File: src/rtl/iddmm_pkg.sv
// ----------------------------------------------------------------------------
// iddmm_pkg
// Shared types for the IDDMM task host.
//   host_state_t : host FSM states (IDLE, REQ, WAIT_GRANT, COLLECT, DRAIN)
//   err_code_t   : error code reported alongside the err pulse
// No ports; imported by iddmm_task_host.
// ----------------------------------------------------------------------------
package iddmm_pkg;

    typedef enum logic [2:0] {
        IDLE,
        REQ,
        WAIT_GRANT,
        COLLECT,
        DRAIN
    } host_state_t;

    typedef enum logic [1:0] {
        ERR_NONE    = 2'b00,
        ERR_SHORT   = 2'b01,
        ERR_OVF     = 2'b10,
        ERR_TIMEOUT = 2'b11
    } err_code_t;

endpackage

File: src/rtl/iddmm_res_buf.sv
// ----------------------------------------------------------------------------
// iddmm_res_buf
// N x K simple dual-port result buffer: one write port, one read port with
// registered read data. Contents are not reset.
// Ports:
//   clk      : clock
//   wr_en    : write strobe, wr_data stored at wr_addr
//   wr_addr  : write word index
//   wr_data  : write word
//   rd_en    : read strobe, rd_data loads mem[rd_addr] on the next edge
//   rd_addr  : read word index
//   rd_data  : registered read word, holds while rd_en is low
// ----------------------------------------------------------------------------
module iddmm_res_buf #(
    parameter int K      = 128,
    parameter int N      = 32,
    parameter int ADDR_W = $clog2(N)
) (
    input  logic              clk,
    input  logic              wr_en,
    input  logic [ADDR_W-1:0] wr_addr,
    input  logic [K-1:0]      wr_data,
    input  logic              rd_en,
    input  logic [ADDR_W-1:0] rd_addr,
    output logic [K-1:0]      rd_data
);

    logic [K-1:0] mem [N];

    // Storage array write port; plain RAM with no reset so it maps onto
    // block or distributed memory.
    always_ff @(posedge clk) begin
        if (wr_en) begin
            mem[wr_addr] <= wr_data;
        end
    end

    // Registered read port; the output register only updates on rd_en so the
    // host can hold a word steady while the downstream side stalls.
    always_ff @(posedge clk) begin
        if (rd_en) begin
            rd_data <= mem[rd_addr];
        end
    end

endmodule

File: src/rtl/iddmm_task_host.sv
// ----------------------------------------------------------------------------
// iddmm_task_host
// Requests one Montgomery task from the controller, collects N result words
// into a buffer, then streams them out over a valid/ready handshake.
// Optional macro: IDDMM_HOST_TIMEOUT_EN adds a grant-wait timeout (TIMEOUT).
// Ports:
//   clk, rst_n          : clock, asynchronous active-low reset
//   start               : one-cycle task request (ignored while busy)
//   busy                : task in progress
//   done                : one-cycle pulse after the last word is drained
//   err, err_code       : one-cycle error pulse and its code
//   task_req            : one-cycle request to the controller
//   task_grant, task_end: controller word strobe and end-of-task flag
//   task_res            : controller result word
//   m_valid, m_ready    : downstream handshake
//   m_data, m_last, m_idx: downstream word, last flag and index
// ----------------------------------------------------------------------------
module iddmm_task_host
    import iddmm_pkg::*;
#(
    parameter int K       = 128,
    parameter int N       = 32,
    parameter int ADDR_W  = $clog2(N),
    parameter int TIMEOUT = 4096
) (
    input  logic              clk,
    input  logic              rst_n,
    input  logic              start,
    output logic              busy,
    output logic              done,
    output logic              err,
    output logic [1:0]        err_code,
    output logic              task_req,
    input  logic              task_grant,
    input  logic              task_end,
    input  logic [K-1:0]      task_res,
    output logic              m_valid,
    input  logic              m_ready,
    output logic [K-1:0]      m_data,
    output logic              m_last,
    output logic [ADDR_W-1:0] m_idx
);

    localparam logic [ADDR_W:0] CNT_FULL = (ADDR_W+1)'(N);
    localparam logic [ADDR_W:0] CNT_LAST = (ADDR_W+1)'(N-1);

    host_state_t       state, state_nxt;
    logic [ADDR_W:0]   wr_cnt, wr_cnt_after, rd_cnt, rd_cnt_inc;
    logic              cap, ovf_err, short_err, tmo_err, tmo_hit;
    logic              first_rd, hs_adv, hs_last, rd_en;
    logic [ADDR_W-1:0] rd_addr;
    logic [K-1:0]      rd_data;
    logic              m_valid_q, done_q, err_q;
    err_code_t         err_code_q;

`ifdef IDDMM_HOST_TIMEOUT_EN
    localparam int TMO_W = (TIMEOUT > 2) ? $clog2(TIMEOUT) : 1;
    localparam logic [TMO_W-1:0] TMO_LAST = TMO_W'(TIMEOUT-1);

    logic [TMO_W-1:0] tmo_cnt;

    // Counts cycles since task_req; it already ticks during REQ so the
    // timeout lands TIMEOUT cycles after the request pulse.
    always_ff @(posedge clk or negedge rst_n) begin
        if (!rst_n) begin
            tmo_cnt <= '0;
        end else if (state == REQ || state == WAIT_GRANT) begin
            tmo_cnt <= tmo_cnt + 1'b1;
        end else begin
            tmo_cnt <= '0;
        end
    end

    assign tmo_hit = (state == WAIT_GRANT) && !task_grant && (tmo_cnt == TMO_LAST);
`else
    assign tmo_hit = 1'b0;
`endif

    assign rd_cnt_inc = rd_cnt + 1'b1;

    // State register.
    always_ff @(posedge clk or negedge rst_n) begin
        if (!rst_n) begin
            state <= IDLE;
        end else begin
            state <= state_nxt;
        end
    end

    // Next-state and datapath control. WAIT_GRANT and COLLECT share the
    // capture logic: WAIT_GRANT only leaves on a grant (or timeout), and that
    // first grant is treated exactly like a COLLECT grant at wr_cnt=0, so a
    // task_end arriving with it is judged by the same short/complete rule.
    always_comb begin
        state_nxt    = state;
        cap          = 1'b0;
        ovf_err      = 1'b0;
        short_err    = 1'b0;
        tmo_err      = 1'b0;
        first_rd     = 1'b0;
        hs_adv       = 1'b0;
        hs_last      = 1'b0;
        rd_en        = 1'b0;
        wr_cnt_after = wr_cnt;
        rd_addr      = rd_cnt[ADDR_W-1:0];
        unique case (state)
            IDLE: begin
                if (start) begin
                    state_nxt = REQ;
                end
            end
            REQ: begin
                state_nxt = WAIT_GRANT;
            end
            WAIT_GRANT, COLLECT: begin
                if (state == WAIT_GRANT && !task_grant) begin
                    if (tmo_hit) begin
                        tmo_err   = 1'b1;
                        state_nxt = IDLE;
                    end
                end else begin
                    cap          = task_grant && (wr_cnt < CNT_FULL);
                    ovf_err      = task_grant && (wr_cnt == CNT_FULL) && !task_end;
                    wr_cnt_after = wr_cnt + {{ADDR_W{1'b0}}, cap};
                    if (task_end) begin
                        if (wr_cnt_after == CNT_FULL) begin
                            state_nxt = DRAIN;
                        end else begin
                            short_err = 1'b1;
                            state_nxt = IDLE;
                        end
                    end else begin
                        state_nxt = COLLECT;
                    end
                end
            end
            DRAIN: begin
                if (!m_valid_q) begin
                    first_rd = 1'b1;
                    rd_en    = 1'b1;
                end else if (m_ready) begin
                    if (rd_cnt == CNT_LAST) begin
                        hs_last   = 1'b1;
                        state_nxt = IDLE;
                    end else begin
                        hs_adv  = 1'b1;
                        rd_en   = 1'b1;
                        rd_addr = rd_cnt_inc[ADDR_W-1:0];
                    end
                end
            end
            default: begin
                state_nxt = IDLE;
            end
        endcase
    end

    // Word counters. Both return to zero whenever the FSM heads back to
    // IDLE, which also discards a partially collected task.
    always_ff @(posedge clk or negedge rst_n) begin
        if (!rst_n) begin
            wr_cnt <= '0;
            rd_cnt <= '0;
        end else begin
            wr_cnt <= (state_nxt == IDLE) ? '0 : wr_cnt_after;
            if (hs_adv) begin
                rd_cnt <= rd_cnt_inc;
            end else if (state_nxt == IDLE) begin
                rd_cnt <= '0;
            end
        end
    end

    // Registered status outputs: m_valid rises the cycle the first read data
    // lands, done/err are single-cycle pulses following their cause.
    always_ff @(posedge clk or negedge rst_n) begin
        if (!rst_n) begin
            m_valid_q  <= 1'b0;
            done_q     <= 1'b0;
            err_q      <= 1'b0;
            err_code_q <= ERR_NONE;
        end else begin
            if (first_rd) begin
                m_valid_q <= 1'b1;
            end else if (hs_last) begin
                m_valid_q <= 1'b0;
            end
            done_q <= hs_last;
            err_q  <= short_err | ovf_err | tmo_err;
            if (short_err) begin
                err_code_q <= ERR_SHORT;
            end else if (ovf_err) begin
                err_code_q <= ERR_OVF;
            end else if (tmo_err) begin
                err_code_q <= ERR_TIMEOUT;
            end else begin
                err_code_q <= ERR_NONE;
            end
        end
    end

    iddmm_res_buf #(
        .K      (K),
        .N      (N),
        .ADDR_W (ADDR_W)
    ) u_res_buf (
        .clk     (clk),
        .wr_en   (cap),
        .wr_addr (wr_cnt[ADDR_W-1:0]),
        .wr_data (task_res),
        .rd_en   (rd_en),
        .rd_addr (rd_addr),
        .rd_data (rd_data)
    );

    // The read register is not reset, so data and last flag are masked by
    // m_valid to keep the outputs at zero outside a drain.
    assign task_req = (state == REQ);
    assign busy     = (state != IDLE);
    assign done     = done_q;
    assign err      = err_q;
    assign err_code = err_code_q;
    assign m_valid  = m_valid_q;
    assign m_data   = m_valid_q ? rd_data : '0;
    assign m_last   = m_valid_q && (rd_cnt == CNT_LAST);
    assign m_idx    = rd_cnt[ADDR_W-1:0];

endmodule

File: config.mk
export PLATFORM = sky130hd
export DESIGN_NAME = iddmm_task_host
export DESIGN_NICKNAME = d
export VERILOG_FILES = /design/src/rtl/iddmm_pkg.sv /design/src/rtl/iddmm_res_buf.sv /design/src/rtl/iddmm_task_host.sv
export SDC_FILE = /design/constraint.sdc
export NUM_CORES = 2
export LEC_CHECK = 0
export CORE_AREA = 2 2 500 502
export CTS_CLUSTER_DIAMETER = 200
export DETAILED_ROUTE_END_ITERATION = 10
export DIE_AREA = 0 0 502 504
export PLACE_DENSITY_LB_ADDON = 0.15
export RECOVER_POWER = 50
export SYNTH_ARGS = -nofsm -noshare
export SYNTH_HDL_FRONTEND = slang
export SYNTH_HIERARCHICAL = 1
export SYNTH_SLANG_ARGS = --single-unit
File: constraint.sdc
create_clock -name clk -period 17.2 [get_ports clk]
set_input_delay 4.3 -clock clk [delete_from_list [all_inputs] [get_ports clk]]
set_output_delay 4.3 -clock clk [all_outputs]
set_load 0.03 [all_outputs]
# == After elaboration in Yosys (flattened, before gate mapping) ==
# Memories as Yosys holds them, arrays and structs flattened. A register that Yosys moved wholly into a read port is not among the register bits.
# Index checks and enable logic that the tools add are counted.
# word_totals
elab_cells,79
ramBits,4096
n_memories,1
register_bits,20
output_inout_bits,141
input_bits,134
# classes
add_sub_neg,2
bitwise_logic,1
muxes,44
eq_ne,8
magnitude_cmp,1
reduce_logical,15
# memory_table
name,words,word_bits,rd,rd_ports_with_merged_regs,wr,line,text
u_res_buf.mem,32,128,1,1,1,iddmm_res_buf.sv:28,logic [K-1:0] mem [N];
# ops
cell,count
$mux W128,1
$mux W6,5
$mux W1,24
$mux W3,7
$mux W5,4
$eq A6 B6 Y1 const B,2
$pmux W3 S4,1
$add A6 B1 Y6,1
$add A6 B1 Y6 const B,1
$eq A3 B2 Y1 const B,2
$eq A6 B5 Y1 const B,1
$logic_not A3 Y1,2
$lt A6 B6 Y1 const B,1
$reduce_bool A2 Y1,3
$logic_and A1 B1 Y1,5
$mux W2,2
$eq A3 B1 Y1 const B,1
$eq A3 B3 Y1 const B,1
$reduce_bool A3 Y1,1
$logic_not A1 Y1,2
$ne A2 B1 Y1 const B,1
$reduce_and A2 Y1,1
$reduce_or A2 Y1,1
$or A1 B1 Y1,1

# == Logic depth before layout (Yosys ltp) ==
# logic_depth
word_depth,11
depth_mapped,12
mapped_depth_nobuf,8

# == Cells and area by module ==
# Netlist, hierarchy kept.
# by_module_without_submodules
module,area_each_um2,cells_per_inst,seq_area_each_um2,instances
iddmm_res_buf,158055.3,6435,126841.7,1
iddmm_task_host,2090.8,267,500.5,1

# == Least setup slack after synthesis ==
# Ideal clock, no wire load.
# synth_timing
path_type,input to register
from,in task_grant
to,"mem u_res_buf.mem[12][0], enable pin"
path_buffers,1
arrival_ns,10.581
required_time_ns,16.583
stages,5
slack_ns,6.002
setup_time_ns,0.617
cell_sequence,nor2b_1 > and2_1 > or3b_2 > clkbuf_1 > nor2_1
# synth_between
elab_chain_cells,6
# synth_lines
element,line,text
start: declaration,iddmm_task_host.sv:34,"input logic task_grant,"
$logic_not A1 Y1,iddmm_task_host.sv:116,if (state == WAIT_GRANT && !task_grant) begin
$logic_and A1 B1 Y1,iddmm_task_host.sv:116,
$mux W1 *,iddmm_task_host.sv:116,
$mux W1 *,iddmm_task_host.sv:106,unique case (state)
named net cap,iddmm_task_host.sv:49,"logic cap, ovf_err, short_err, tmo_err, tmo_hit;"
$mux W1 *,iddmm_res_buf.sv:33,if (wr_en) begin
$mux W1 (not written as such) *,iddmm_res_buf.sv:34,mem[wr_addr] <= wr_data;
end: declaration,iddmm_res_buf.sv:28,
# Mark *: on every way through the listed nets, which the timed path passes. The rest lies on a longest branch.

# == Worst setup path after layout ==
# layout_timing
from,in m_ready
to,"reg u_res_buf.rd_data[55] (read register of u_res_buf.mem), enable pin"
# layout_between
elab_chain_cells,3
# layout_lines
element,line,text
start: declaration,iddmm_task_host.sv:38,"input logic m_ready,"
$mux W1,iddmm_task_host.sv:141,end else if (m_ready) begin
$mux W1,iddmm_task_host.sv:138,if (!m_valid_q) begin
$mux W1,iddmm_task_host.sv:106,
named net rd_en,iddmm_task_host.sv:50,"logic first_rd, hs_adv, hs_last, rd_en;"
end: declaration,iddmm_res_buf.sv:25,output logic [K-1:0] rd_data
# The timed path passes the listed nets, and every way through them passes these cells.
# A chain may end at the register's enable or synchronous reset.

==> results by group <==
Run status
  – Status: complete, but fails checks
  – Violated checks: capacitance limit, slew limit

Routing
  – WL/cell: 36.9 um
  – Vias: 76,960
  – Post-route ant nets: 0
  – Vias per cell: 7.10
  – Pre-Repair DR Iteration Count: 6
  – DRC: 0
  – WL final: 400 mm
  – DR iter-0 viols: roughly 11,000

STA
  – Minimum clock period: 11.51 ns
  – Slew at the pin with the worst max-slew slack: 4.48 ns
  – Worst clock skew: 0.0464 ns
  – Relative slew slack: -1.98
  – Fin. Hold Viols: 0
  – Final setup viols: 0
  – Post-route setup TNS: 0 ns
  – Max Slew Vio Count: 221
  – RSZ-0062 raised after global routing: false
  – Period utilization: 0.669
  – Fmax: 86.9 MHz

Setup path
  – Critical R2R Capture: u_res_buf/rd_data[55]
  – Worst reg2reg path startpoint: rd_cnt[0]
  – Critical Path AT: 12.10 ns
  – Critical Path RT: 17.78 ns
  – FF-to-FF path depth: 7
  – Worst reg2reg setup slack: 8.49 ns
  – Setup CP Type: input port to flop
  – Worst setup EP type: flop
  – Startpoint Class: input port
  – Crit Path Max Fanout: 40

Synthesis
  – Combinational family with the most area after synthesis: multiplexers
  – Post-synth EDFFs: 4,224
  – Mapped cell area: around 160,000 um2
  – Yosys top cell by area: edfxtp_1
  – Top cell type's share of synthesized area: 0.792
  – Synth Area in Compound Gates: 0.0232
  – Mux share of post-synthesis cell area: 0.147
  – Synth cell types: 57
  – Mapped Nets: 6,839
  – #FFs+latches synth: 4,244
  – Yosys Warn Count: 6
  – Main flop type after synthesis: edfxtp_1
  – Gate Count Post-Synth: 6,702
  – Simple-gate share of the synthesized area: 0.0179
  – Async SR Flop Fraction: 0.00471
  – Avg Synthesized Cell Area: 23.9 um2
  – Synth top area cells: edfxtp_1, mux4_2, mux4_1
  – XOR/XNOR Fraction of Synth Area: 0.000328
  – Sequential-to-total area share from yosys stat: 0.795
  – Adder-cell share of the synthesized area: 0.000234

Placement
  – Cell Area, Placed: 166,000 um2
  – Routability congestion estimate from global placement: between 0.7 and 0.8
  – Post-DP HPWL: around 180 mm
  – Port bufs: ~270

Finish
  – Nets: 7,300
  – Area delta synth->final: 11.8%
  – Fillers: 13,664
  – Share of cells above drive strength 1: 0.217
  – Finished layout cell area: 179,000 um2
  – Sequential cell area: 127,000 um2
  – Multi-input logic area: 30,400 um2
  – Final core occ: 0.723

Clock network
  – CTS-repair resized insts: 0
  – Post-CTS Setup Bufs: 0
  – Clk_lat worst skew: 0.98 ns
  – CTS tree: done
  – Root buffer cell: clkbuf_16
  – Hold_buf cts: 0
  – Clock-pin slew on the worst setup and hold paths: 0.06 ns
  – Clock sinks: 4,244
  – H-tree depth: 5
  – Clock Path Buffers: 4
  – CTS buffer count: 414

Floorplanning
  – Initial Util: 0.647
  – Die Height: 504 um
  – Row Count: 183
  – DIE AREA: 253,000 um2
  – Total I/O pin count: 275
  – Die X: 502 um
  – Core Footprint: 248,000 um2

Power and ir drop
  – PD cells: 117 nW/um2
  – Peak supply drop: 0.000125 V
  – Total power: 0.0209 W
  – P_leak: 53.8 nW

Global routing
  – First-pass GRT wire length: 566 mm
  – Total global routing overflow: 0
  – Largest net degree at the start of global routing: 143
  – GR Util All Layers: 0.319
  – Antenna violations before repair: 68
  – Vias in the first global route: 76,692

Hold path
  – Hold Startpoint: state[2]
  – Hold depth: 1
  – Worst Hold Path EP: state[1]
  – Hold crit path type: flop to flop

Job
  – Max_cap viols: 7
==> placed cells by master, fill, tap and decap left out, types with 42 or more instances in the layout <==
cell	netlist	final
dlygate4sd3_1	0	131
o22ai_1	449	449
mux4_2	812	812
nor4_2	74	74
buf_4	27	112
clkdlybuf4s50_1	0	143
mux2i_1	130	130
and2_1	132	130
edfxtp_1	4224	4224
clkinv_2	0	62
a22oi_1	96	96
clkinv_1	0	99
clkbuf_16	0	416
clkbuf_1	67	99
mux4_1	148	148
nand3_1	43	42
==> sequential cells by signal (all words and copies together), names as in the netlist <==
register	flops
done	1
u_res_buf/rd_data	128
u_res_buf/mem	4096
err	1
wr_cnt	6
m_valid	1
state	3
rd_cnt	6
err_code	2
==> through the flow <==
step / hold slack, ns / setup WS (ns) / instances
5_1_grt: 0.583 / 5.72 / 10822
2_1_floorplan: 0.500 / 6.00 / 6702
6_report: 0.561 / 5.69 / 10834
3_5_place_dp: 0.550 / 7.59 / 10077
4_1_cts: 0.557 / 8.63 / 10806
3_3_place_gp: 0.540 / 7.58 / 10077
==> power breakdown <==
group          internal, W  total (W)  switching, W  leakage [nW]
clock network      0.00498    0.00867       0.00369          6.24
registers           0.0116     0.0116     0.0000376          38.3
logic             0.000181   0.000618      0.000437          9.29
total               0.0167     0.0209       0.00416          53.8
==> cell type report <==
class / instances / share of cell area
antenna: 28 / 0.000391
inverter: 4 / 0.0000839
sequential: 4244 / 0.711
multi-input combinational: 2077 / 0.170
tap: 3330 / 0.0233
clock inverter: 219 / 0.0113
timing repair buffer: 422 / 0.0236
clock buffer: 510 / 0.0601
==> worst max-delay path by stage <==
stage,start,to,cells after the start
floorplan,task_grant,u_res_buf/mem[12][0],5
global placement,m_ready,u_res_buf/rd_data[22],10
detailed placement,m_ready,u_res_buf/rd_data[22],10
CTS,m_ready,u_res_buf/rd_data[22],10
global route,m_ready,u_res_buf/rd_data[52],6
finish,m_ready,u_res_buf/rd_data[55],6
==> worst max-delay path, cell delays in order <==
cell and delay, ns:
dlygate4sd3_1 0.55, nand2_1 0.06, a21oi_1 0.29, clkbuf_1 2.30, clkbuf_1 3.31, buf_4 1.20
==> synthesized netlist by cell type (all sizes together), types with 9 or more instances <==
cell type / instances
edfxtp: 4224
and2: 132
nand3: 43
nor2: 47
nand4: 17
nand2: 16
a22oi: 96
o22ai: 450
nor4: 112
clkbuf: 67
buf: 310
mux4: 960
mux2i: 130
nand3b: 9
dfrtp: 20
==> routing by layer <==
metal / GRT usage / share of wire
met1: 0.448 / 0.36
met5: 0 / 0.00053
met2: 0.520 / 0.50
met3: 0.0524 / 0.10
met4: 0.108 / 0.038
==> cell families after synthesis <==
family / after synthesis
AO/OA/AOI/OAI: 566
AND/OR/NAND/NOR: 409
XOR/XNOR: 6
adder cells (fa/ha/maj): 3
flip-flops: 4244
multiplexers: 1093
buffers and inverters: 381
Note: power is estimated with default switching activity, not from simulation.
